`config.mk`:
```
export PLATFORM = sky130hd
export DESIGN_NAME = reg_file_mp_flat
export DESIGN_NICKNAME = d
export VERILOG_FILES = /design/src/rtl/reg_file_mp_pkg.sv /design/src/rtl/reg_file_mp_if.sv /design/src/rtl/reg_file_mp_scoreboard.sv /design/src/rtl/reg_file_mp.sv /design/src/flat_wrapper.sv
export SDC_FILE = /design/constraint.sdc
export NUM_CORES = 1
export LEC_CHECK = 0
export ABC_AREA = 1
export ABC_CLOCK_PERIOD_IN_PS = 7300
export CELL_PAD_IN_SITES_DETAIL_PLACEMENT = 2
export CELL_PAD_IN_SITES_GLOBAL_PLACEMENT = 2
export CORE_ASPECT_RATIO = 1.25
export CORE_UTILIZATION = 30
export DETAILED_ROUTE_END_ITERATION = 12
export PLACE_DENSITY = 0.71
export SYNTH_ARGS = -nofsm -noshare
export SYNTH_HDL_FRONTEND = slang
export SYNTH_HIERARCHICAL = 1
export SYNTH_SLANG_ARGS = --single-unit
```
`constraint.sdc`:
```
create_clock -name clk -period 7.3 [get_ports clk]
set_clock_uncertainty 0.2 [all_clocks]
set_input_delay 1.095 -clock clk [delete_from_list [all_inputs] [get_ports clk]]
set_output_delay 1.095 -clock clk [all_outputs]
set_load 0.03 [all_outputs]
```
`src/rtl/reg_file_mp_pkg.sv`:
```
// Shared types and defaults for the multi-port register file.
// Build option: REGFILE_BYPASS_EN enables write-to-read forwarding.
package regfile_pkg;

   localparam int XLEN_DEF  = 32;
   localparam int NREGS_DEF = 32;

   typedef enum logic {
      ST_CLEAR,
      ST_READY
   } state_t;

   function automatic int aw(input int n);
      return (n < 2) ? 1 : $clog2(n);
   endfunction

endpackage

```
`src/rtl/reg_file_mp_if.sv`:
```
// Decode/write-back side bundle of the register file.
// master = pipeline, slave = register file.
interface reg_file_mp_if #(
   parameter int XLEN = 32,
   parameter int AW   = 5,
   parameter int NRD  = 2
);

   logic                 RegWrite;
   logic [AW-1:0]        Rd;
   logic [XLEN-1:0]      Write_data;
   logic [NRD*AW-1:0]    Rs;
   logic [NRD*XLEN-1:0]  read_data;
   logic [NRD-1:0]       rs_pending;
   logic                 sb_set;
   logic [AW-1:0]        sb_rd;
   logic                 ready;

   modport master (
      output RegWrite, Rd, Write_data, Rs,
      output sb_set, sb_rd,
      input  read_data, rs_pending, ready
   );

   modport slave (
      input  RegWrite, Rd, Write_data, Rs,
      input  sb_set, sb_rd,
      output read_data, rs_pending, ready
   );

endinterface

```
`src/rtl/reg_file_mp_scoreboard.sv`:
```
// Pending-write bit per register with set priority over clear.
// Build option: REGFILE_BYPASS_EN (handled in the top).
module regfile_scoreboard
   import regfile_pkg::*;
#(
   parameter int NREGS = 32,
   parameter int NRD   = 2,
   parameter int AW    = aw(NREGS)
) (
   input  logic              clk,
   input  logic              rst,
   input  logic              set_en,
   input  logic [AW-1:0]     set_idx,
   input  logic              clr_en,
   input  logic [AW-1:0]     clr_idx,
   input  logic [NRD*AW-1:0] rd_idx,
   output logic [NRD-1:0]    rd_bits
);

   logic [NREGS-1:0] sb;
   logic [NREGS-1:0] set_m;
   logic [NREGS-1:0] clr_m;

   always_comb begin
      set_m = '0;
      clr_m = '0;
      if (set_en) set_m[set_idx] = 1'b1;
      if (clr_en) clr_m[clr_idx] = 1'b1;
   end

   // A younger producer outranks the retiring one.
   always_ff @(posedge clk or negedge rst) begin
      if (!rst) sb <= '0;
      else      sb <= (sb & ~clr_m) | set_m;
   end

   always_comb begin
      rd_bits = '0;
      for (int i = 0; i < NRD; i++)
         rd_bits[i] = sb[rd_idx[i*AW +: AW]];
   end

endmodule

```
`src/rtl/reg_file_mp.sv`:
```
// Multi-read-port register file with scoreboard and post-reset clear sweep.
// Build option: REGFILE_BYPASS_EN forwards same-cycle writes to readers.
module reg_file_mp
   import regfile_pkg::*;
#(
   parameter int XLEN   = XLEN_DEF,
   parameter int NREGS  = NREGS_DEF,
   parameter int NRD    = 2,
   parameter int ZERO_R = 1
) (
   input  logic         clk,
   input  logic         rst,
   reg_file_mp_if.slave bus
);

   localparam int AW = aw(NREGS);
   localparam bit ZR = (ZERO_R != 0);

   state_t state;
   state_t state_nx;

   logic [AW:0]      clr_idx;
   logic             sweep_last;
   logic             ready;
   logic             wr_en;
   logic             set_en;
   logic [NRD-1:0]   sb_bits;
   logic [XLEN-1:0]  mem [NREGS];

   logic [NRD*XLEN-1:0] rd_all;
   logic [NRD-1:0]      pend_all;

   assign sweep_last = (clr_idx == (AW+1)'(NREGS-1));

   always_ff @(posedge clk or negedge rst) begin
      if (!rst) state <= ST_CLEAR;
      else      state <= state_nx;
   end

   always_comb begin
      state_nx = state;
      unique case (state)
         ST_CLEAR: if (sweep_last) state_nx = ST_READY;
         ST_READY: state_nx = ST_READY;
      endcase
   end

   always_comb begin
      ready  = (state == ST_READY);
      wr_en  = ready && bus.RegWrite
             && !(ZR && bus.Rd == '0);
      set_en = ready && bus.sb_set
             && !(ZR && bus.sb_rd == '0);
   end

   always_ff @(posedge clk or negedge rst) begin
      if (!rst)
         clr_idx <= '0;
      else if (state == ST_CLEAR && !sweep_last)
         clr_idx <= clr_idx + 1'b1;
   end

   // No reset on storage so it maps onto RAM.
   always_ff @(posedge clk) begin
      if (state == ST_CLEAR)
         mem[clr_idx[AW-1:0]] <= '0;
      else if (wr_en)
         mem[bus.Rd] <= bus.Write_data;
   end

   regfile_scoreboard #(
      .NREGS (NREGS),
      .NRD   (NRD),
      .AW    (AW)
   ) u_sb (
      .clk     (clk),
      .rst     (rst),
      .set_en  (set_en),
      .set_idx (bus.sb_rd),
      .clr_en  (wr_en),
      .clr_idx (bus.Rd),
      .rd_idx  (bus.Rs),
      .rd_bits (sb_bits)
   );

   always_comb begin
      rd_all   = '0;
      pend_all = '0;
      for (int i = 0; i < NRD; i++) begin
         rd_all[i*XLEN +: XLEN] = mem[bus.Rs[i*AW +: AW]];
         pend_all[i]            = sb_bits[i];
`ifdef REGFILE_BYPASS_EN
         if (wr_en && bus.Rs[i*AW +: AW] == bus.Rd) begin
            rd_all[i*XLEN +: XLEN] = bus.Write_data;
            pend_all[i]            = 1'b0;
         end
`endif
         if (ZR && bus.Rs[i*AW +: AW] == '0) begin
            rd_all[i*XLEN +: XLEN] = '0;
            pend_all[i]            = 1'b0;
         end
      end
   end

   assign bus.read_data  = rd_all;
   assign bus.rs_pending = pend_all;
   assign bus.ready      = ready;

endmodule
```
`src/flat_wrapper.sv`:
```
// flat-port wrapper written by rule: the top's interface ports become plain ports
module reg_file_mp_flat import regfile_pkg::*;
#(
   parameter int XLEN   = XLEN_DEF,
   parameter int NREGS  = NREGS_DEF,
   parameter int NRD    = 2,
   parameter int ZERO_R = 1
)
  (clk, rst, bus_RegWrite, bus_Rd, bus_Write_data, bus_Rs, bus_sb_set, bus_sb_rd, bus_read_data, bus_rs_pending, bus_ready);
  reg_file_mp_if #(.XLEN(XLEN), .NRD(NRD)) bus_i ();
  input  logic clk;
  input  logic rst;
  input wire logic [$bits(bus_i.RegWrite)-1:0] bus_RegWrite;
  input wire logic [$bits(bus_i.Rd)-1:0] bus_Rd;
  input wire logic [$bits(bus_i.Write_data)-1:0] bus_Write_data;
  input wire logic [$bits(bus_i.Rs)-1:0] bus_Rs;
  input wire logic [$bits(bus_i.sb_set)-1:0] bus_sb_set;
  input wire logic [$bits(bus_i.sb_rd)-1:0] bus_sb_rd;
  output wire logic [$bits(bus_i.read_data)-1:0] bus_read_data;
  output wire logic [$bits(bus_i.rs_pending)-1:0] bus_rs_pending;
  output wire logic [$bits(bus_i.ready)-1:0] bus_ready;
  assign bus_i.RegWrite = bus_RegWrite;
  assign bus_i.Rd = bus_Rd;
  assign bus_i.Write_data = bus_Write_data;
  assign bus_i.Rs = bus_Rs;
  assign bus_i.sb_set = bus_sb_set;
  assign bus_i.sb_rd = bus_sb_rd;
  assign bus_read_data = bus_i.read_data;
  assign bus_rs_pending = bus_i.rs_pending;
  assign bus_ready = bus_i.ready;
  reg_file_mp #(.XLEN(XLEN), .NREGS(NREGS), .NRD(NRD), .ZERO_R(ZERO_R)) u_core (.clk(clk), .rst(rst), .bus(bus_i));
endmodule
```
Yosys cells after proc, flatten, opt, wreduce, memory -nomap -nowiden
Memories as Yosys holds them, arrays and structs flattened.
Index checks and enable logic that the tools add are counted.
{"block": "word_totals", "ff_bits": 39, "ramBits": 1024, "input_bits": 56, "output_inout_bits": 67, "word_cells": 54, "n_memories": 1}
{"block": "classes", "n_addsub": 1, "order_cmp": 6, "eq_ne": 1, "muxes": 23, "n_bitwise": 4, "n_reduce_logical": 15}
{"name": "u_core.mem", "words": 32, "word_bits": 32, "read_ports": 2, "rd_ports_with_merged_regs": 0, "write_ports": 1, "line": "reg_file_mp.sv:28", "source": "logic [XLEN-1:0] mem [NREGS];"}
{"operator": "32-bit 2-to-1 mux", "n": 5}
{"operator": "32-bit AND", "n": 1}
{"operator": "32-bit inverter", "n": 1}
{"operator": "32-bit bitwise OR", "n": 1}
{"operator": "32-bit OR reduction", "n": 1}
{"operator": "5-bit by 6-bit < comparator with 1-bit output, second input constant", "n": 4}
{"operator": "5-bit logical NOT", "n": 4}
{"operator": "1-bit 2-to-1 mux", "n": 12}
{"operator": "1-bit binary-select mux with 5-bit select", "n": 2}
{"operator": "1-bit demux with 5-bit select", "n": 2}
{"operator": "5-bit by 1-bit >= comparator with 1-bit output, second input constant", "n": 2}
{"operator": "1-bit logical AND", "n": 7}
{"operator": "6-bit by 1-bit adder with 6-bit output, second input constant", "n": 1}
{"operator": "6-bit by 5-bit equality test with 1-bit output, second input constant", "n": 1}
{"operator": "5-bit 2-to-1 mux", "n": 1}
{"operator": "1-bit logical NOT", "n": 3}
{"operator": "1-bit case mux with 2 select lines", "n": 1}
{"operator": "1-bit inverter", "n": 1}

Logic depth before layout (Yosys ltp)
{"block": "logic_depth", "ltp_word": 8, "depth_mapped": 13, "mapped_depth_nobuf": 11}

By module
The synthesis kept the hierarchy.
{"mod": "reg_file_mp", "instances": 1, "cells_each": 6096, "area_per_inst_um2": 52848.2, "seq_area_each_um2": 30924.7}
{"mod": "regfile_scoreboard", "instances": 1, "cells_each": 286, "area_per_inst_um2": 1981.9, "seq_area_each_um2": 800.8}

Least setup slack after synthesis
OpenSTA, ideal clock, no wires.
{"block": "synth_timing", "path_kind": "in2reg", "startpoint": "in bus_Rd[0]", "endpoint": "mem u_core.mem[10][0], enable pin", "setup_time_ns": 0.421, "arrival_ns": 3.353, "required_ns": 6.679, "setup_slack_ns": 3.325, "stages": 10, "n_path_buf": 1, "cell_sequence": "nor2_1 -> nand3_1 -> nand2_2 -> buf_6 -> nand2_1 -> o21ai_0 -> inv_1 -> nor2_1 -> nand2_1 -> nor2_1"}
{"block": "synth_via", "elab_chain_cells": 8, "elab_cells_between_ends": 9, "classes_between": "5 x mux; 4 x reduce/logical"}
{"item": "from (decl)", "line": "flat_wrapper.sv:14", "source": "input wire logic [$bits(bus_i.Rd)-1:0] bus_Rd;"}
{"item": "5-bit logical NOT", "line": "reg_file_mp.sv:51", "source": "&& !(ZR && bus.Rd == '0);"}
{"item": "1-bit logical NOT", "line": "reg_file_mp.sv:51"}
{"item": "1-bit logical AND", "line": "reg_file_mp.sv:51"}
{"item": "1-bit 2-to-1 mux", "line": "reg_file_mp.sv:67", "source": "else if (wr_en)"}
{"item": "1-bit 2-to-1 mux", "line": "reg_file_mp.sv:65", "source": "if (state == ST_CLEAR)"}
{"item": "1-bit 2-to-1 mux (not written as such)", "line": "reg_file_mp.sv:68", "source": "mem[bus.Rd] <= bus.Write_data;"}
{"item": "32-bit OR reduction (no line)"}
{"item": "5-bit 2-to-1 mux (no line) or 1-bit 2-to-1 mux (tied branches)"}
{"item": "to (decl)", "line": "reg_file_mp.sv:28"}
Several ways; a longest one is shown, not always the timed one.

Final worst setup path
{"block": "layout_timing", "startpoint": "in bus_Rs[0]", "endpoint": "out bus_read_data[21]"}
{"block": "layout_via", "elab_chain_cells": 2, "elab_cells_between_ends": 3, "classes_between": "1 x mux; 1 x reduce/logical; 1 x memory"}
{"item": "from (decl)", "line": "flat_wrapper.sv:16", "source": "input wire logic [$bits(bus_i.Rs)-1:0] bus_Rs;"}
{"item": "memory 32 x 32 bit or 5-bit logical NOT (tied branches)"}
{"item": "32-bit 2-to-1 mux (*)", "line": "reg_file_mp.sv:98", "source": "if (ZR && bus.Rs[i*AW +: AW] == '0) begin"}
{"item": "to (decl)", "line": "flat_wrapper.sv:19", "source": "output wire logic [$bits(bus_i.read_data)-1:0] bus_read_data;"}
Mark *: on every way between the ends. The rest lies on a longest branch, timed or not.

==> key figures <==
Outcome
  • Status: finished, final reports clean

Logic synthesis
  • Post-synthesis sequential area ratio: about 58%
  • Unique masters post-synth: 22
  • Syn Nets: between 6000 and 7000
  • Post-synthesis instance total: about 6400
  • Synth Cell Area: 0.0548 mm2
  • YS warnings: 6
  • Synth Register Bits: between 1000 and 1500
  • Syn Area/Cell: 8.59 um2

Job
  • Max Cap Viol: 0

Timing
  • Slew @ Worst Pin: 1.24 ns
  • Final Hold Viols: 0
  • Slew headroom: 17.4%
  • Final-report setup violation count: 0
  • Total negative slack: 0 ns
  • RSZ-0062 raised after global routing: false
  • Final Critical Period: 5.88 ns
  • Tcrit/Tclk final: between 80% and 90%
  • Max-slew violations: 0
  • Peak Freq: 170 MHz

Critical path
  • WP buf/inv: 3
  • Critical Path AT: 4.59 ns
  • CP max-delay cell: clkdlybuf4s50_1
  • Crit-path cells: buf_8 -> buf_12 -> nand2_1 -> nand3_1 -> nand2_1 -> nand2_1 -> nand2_1 -> nor2_1 -> nor2_1 -> nor2_1 -> clkdlybuf4s50_1
  • CP required: 6.00 ns
  • Crit path depth: 11
  • R2R setup slack: 3.03 ns
  • FF-to-FF End: u_core/mem[19][20]
  • Crit-path max FO: 114
  • Reg2Reg Depth: 8
  • Startpoint types: input port
  • Max stage delay on crit path: 0.84 ns
  • Cell mode on critical path: nand2_1
  • R2R Path Start: u_core/bus.ready
  • Critical path class: input port to output port
  • Delay-heaviest family, CP: buffers and inverters
  • Critical path endpoint category: output port

Power
  • Power density of the placed cells: 233 mW/mm2
  • VDD IR max: 198 uV
  • P_leak: between 0.02 and 0.025 uW

Floorplan
  • Starting Density: 30.2%
  • Die area: between 0.15 and 0.2 mm2
  • Die width: roughly 380 um
  • Count of standard-cell rows: between 150 and 200
  • Io pins: 123
  • Core Region: 0.182 mm2
  • Die Span Y: 480 um

Clock tree
  • CTS buffer count: ~120
  • Post-CTS Setup Inserts: 0
  • Clk Latency, worst-skew pair: 0.74 ns
  • CTS max path bufs: 3
  • Hold-fix buffers at CTS: 0
  • Cts repair resizes: 0
  • Worst-path clk slew: 0.05 ns
  • Root Driver: clkbuf_16
  • Clock Sinks: approximately 1100
  • H-Tree Depth: 3
  • TritonCTS clock tree: built

Layout
  • P&R area growth vs syn: 13.5%
  • Nets: about 6400
  • Layout cell share with drive strength beyond 1: 6.34%
  • Fillers: 20285
  • FF+latch area: 0.0317 mm2
  • Multi-input logic area: 0.0204 mm2
  • Final Cell Area: 0.0622 mm2

Place
  • Placer's final routability congestion estimate: 0.812
  • I/O Buffers: 122
  • DP HPWL: 146000 um
  • Post-DP Area: about 0.059 mm2

Detailed routing
  • Vias/cell: between 5 and 6
  • Residual DRC: 0
  • Drt pass-1 iters: 5
  • Routed Wire Length: approximately 250000 um
  • Routed Antenna Nets: 0
  • DRT iter0 DRCs: roughly 3300
  • Avg WL per Cell: 28.7 um
  • Via Count: 48973

Global route
  • Initial antenna violation count: 5
  • Largest net degree at the start of global routing: 140
  • Number of global-route vias before repair: 53799
  • Grt ovf: 0
  • Tot GR Track Use: 27.2%
  • First-pass GRT wire length: around 370000 um

Worst hold path
  • HP Class: input port to async pin
==> metrics by stage <==
| step | hold slack, ns | total power [uW] | std cells | setup slack (ns) | util (%) |
|---|---|---|---|---|---|
| final | 0.297 | 14500 | 8812 | 1.42 | 34.2 |
| after detailed placement | 0.334 | 8690 | 8599 | 1.53 | 32.2 |
| after CTS | 0.278 | 14600 | 8810 | 1.48 | 34.2 |
| after floorplan | 0.283 | 7900 | 6382 | 3.33 | - |
| after global placement | 0.319 | 8660 | 8599 | 1.51 | 32.2 |
| after global routing | 0.357 | 14900 | 8811 | 1.37 | 34.2 |
==> synth_stat cells, drive strengths merged <==
cell,count,area share [%]
a21oi,119,1.1
buf,365,4.1
clkbuf,89,0.61
clkinv,1,0.0068
dfrtp,39,1.8
edfxtp,1024,56
ha,1,0.023
inv,117,0.82
nand2,2609,18
nand3,1440,13
nor2,357,2.4
nor3,3,0.027
o21ai,213,1.9
xor2,5,0.080
==> area by class of cell <==
class	instances	area share [%]
clock buffer	161	5.12
inverter	118	0.808
timing repair buffer	282	4.63
tap	2389	4.80
antenna	2	0.00804
clock inverter	50	0.776
multi-input combinational	4747	32.9
sequential	1063	51.0
==> registers in the layout, summed over array words and instances (netlist names) <==
signal / count
u_core/bus.ready: 1
u_core/clr_idx: 6
u_core/mem: 1024
u_core/u_sb/sb: 32
==> power breakdown <==
part | total [uW] | internal, uW | switching [uW]
logic | 1810 | 448 | 1360
clock network | 5930 | 3340 | 2590
registers | 6770 | 6740 | 26.9
==> placed cells by master (no fill, tap or decap), types with 2 or more instances in the layout <==
cell type,synthesis,layout
o21ai_0,171,171
inv_6,2,5
nand3_1,1440,1438
bufinv_16,0,9
nand3_4,0,2
nor2_1,356,293
diode_2,0,2
buf_4,55,127
inv_8,0,6
edfxtp_1,1024,1024
clkbuf_1,89,36
dfrtp_1,39,39
nor2_2,1,28
clkinv_1,1,24
a21oi_1,119,119
xor2_1,5,5
buf_6,53,2
nor2_4,0,36
inv_4,0,2
o21ai_1,42,42
nor3_1,3,3
clkinv_2,0,14
clkdlybuf4s50_1,0,111
inv_2,9,7
buf_12,0,36
buf_2,212,2
clkbuf_8,0,7
clkbuf_16,0,118
buf_8,0,4
inv_1,106,100
nand2_1,2608,2608
==> worst max-delay path by stage <==
stage	startpoint	to	slack, ns
floorplan	bus_Rd[0]	u_core/mem[10][0]	3.33
global placement	bus_Rs[0]	bus_read_data[21]	1.51
detailed placement	bus_Rs[0]	bus_read_data[19]	1.53
CTS	bus_Rs[0]	bus_read_data[0]	1.48
global route	bus_Rs[0]	bus_read_data[0]	1.37
finish	bus_Rs[0]	bus_read_data[21]	1.42
==> metal layers <==
| metal | GRT usage (%) | vias to the layer above | share of wire, % |
|---|---|---|---|
| met4 | 11.0 | 0 | 4.1 |
| met5 | 0 | - | 0 |
| met3 | 2.36 | 431 | 4.0 |
| met2 | 48.1 | 1278 | 50 |
| met1 | 33.8 | 25805 | 42 |
| li1 | - | 21459 | - |
==> kinds of logic after synthesis <==
| logic type | Yosys count | share of synthesized area, % |
|---|---|---|
| fa+ha+maj | 1 | 0.0228 |
| simple gates | 4409 | 33.5 |
| buf+inv | 572 | 5.52 |
| flops | 1063 | 57.9 |
| xor+xnor | 5 | 0.0799 |
| compound gates | 332 | 3.03 |
(Power assumes the default switching activity.)
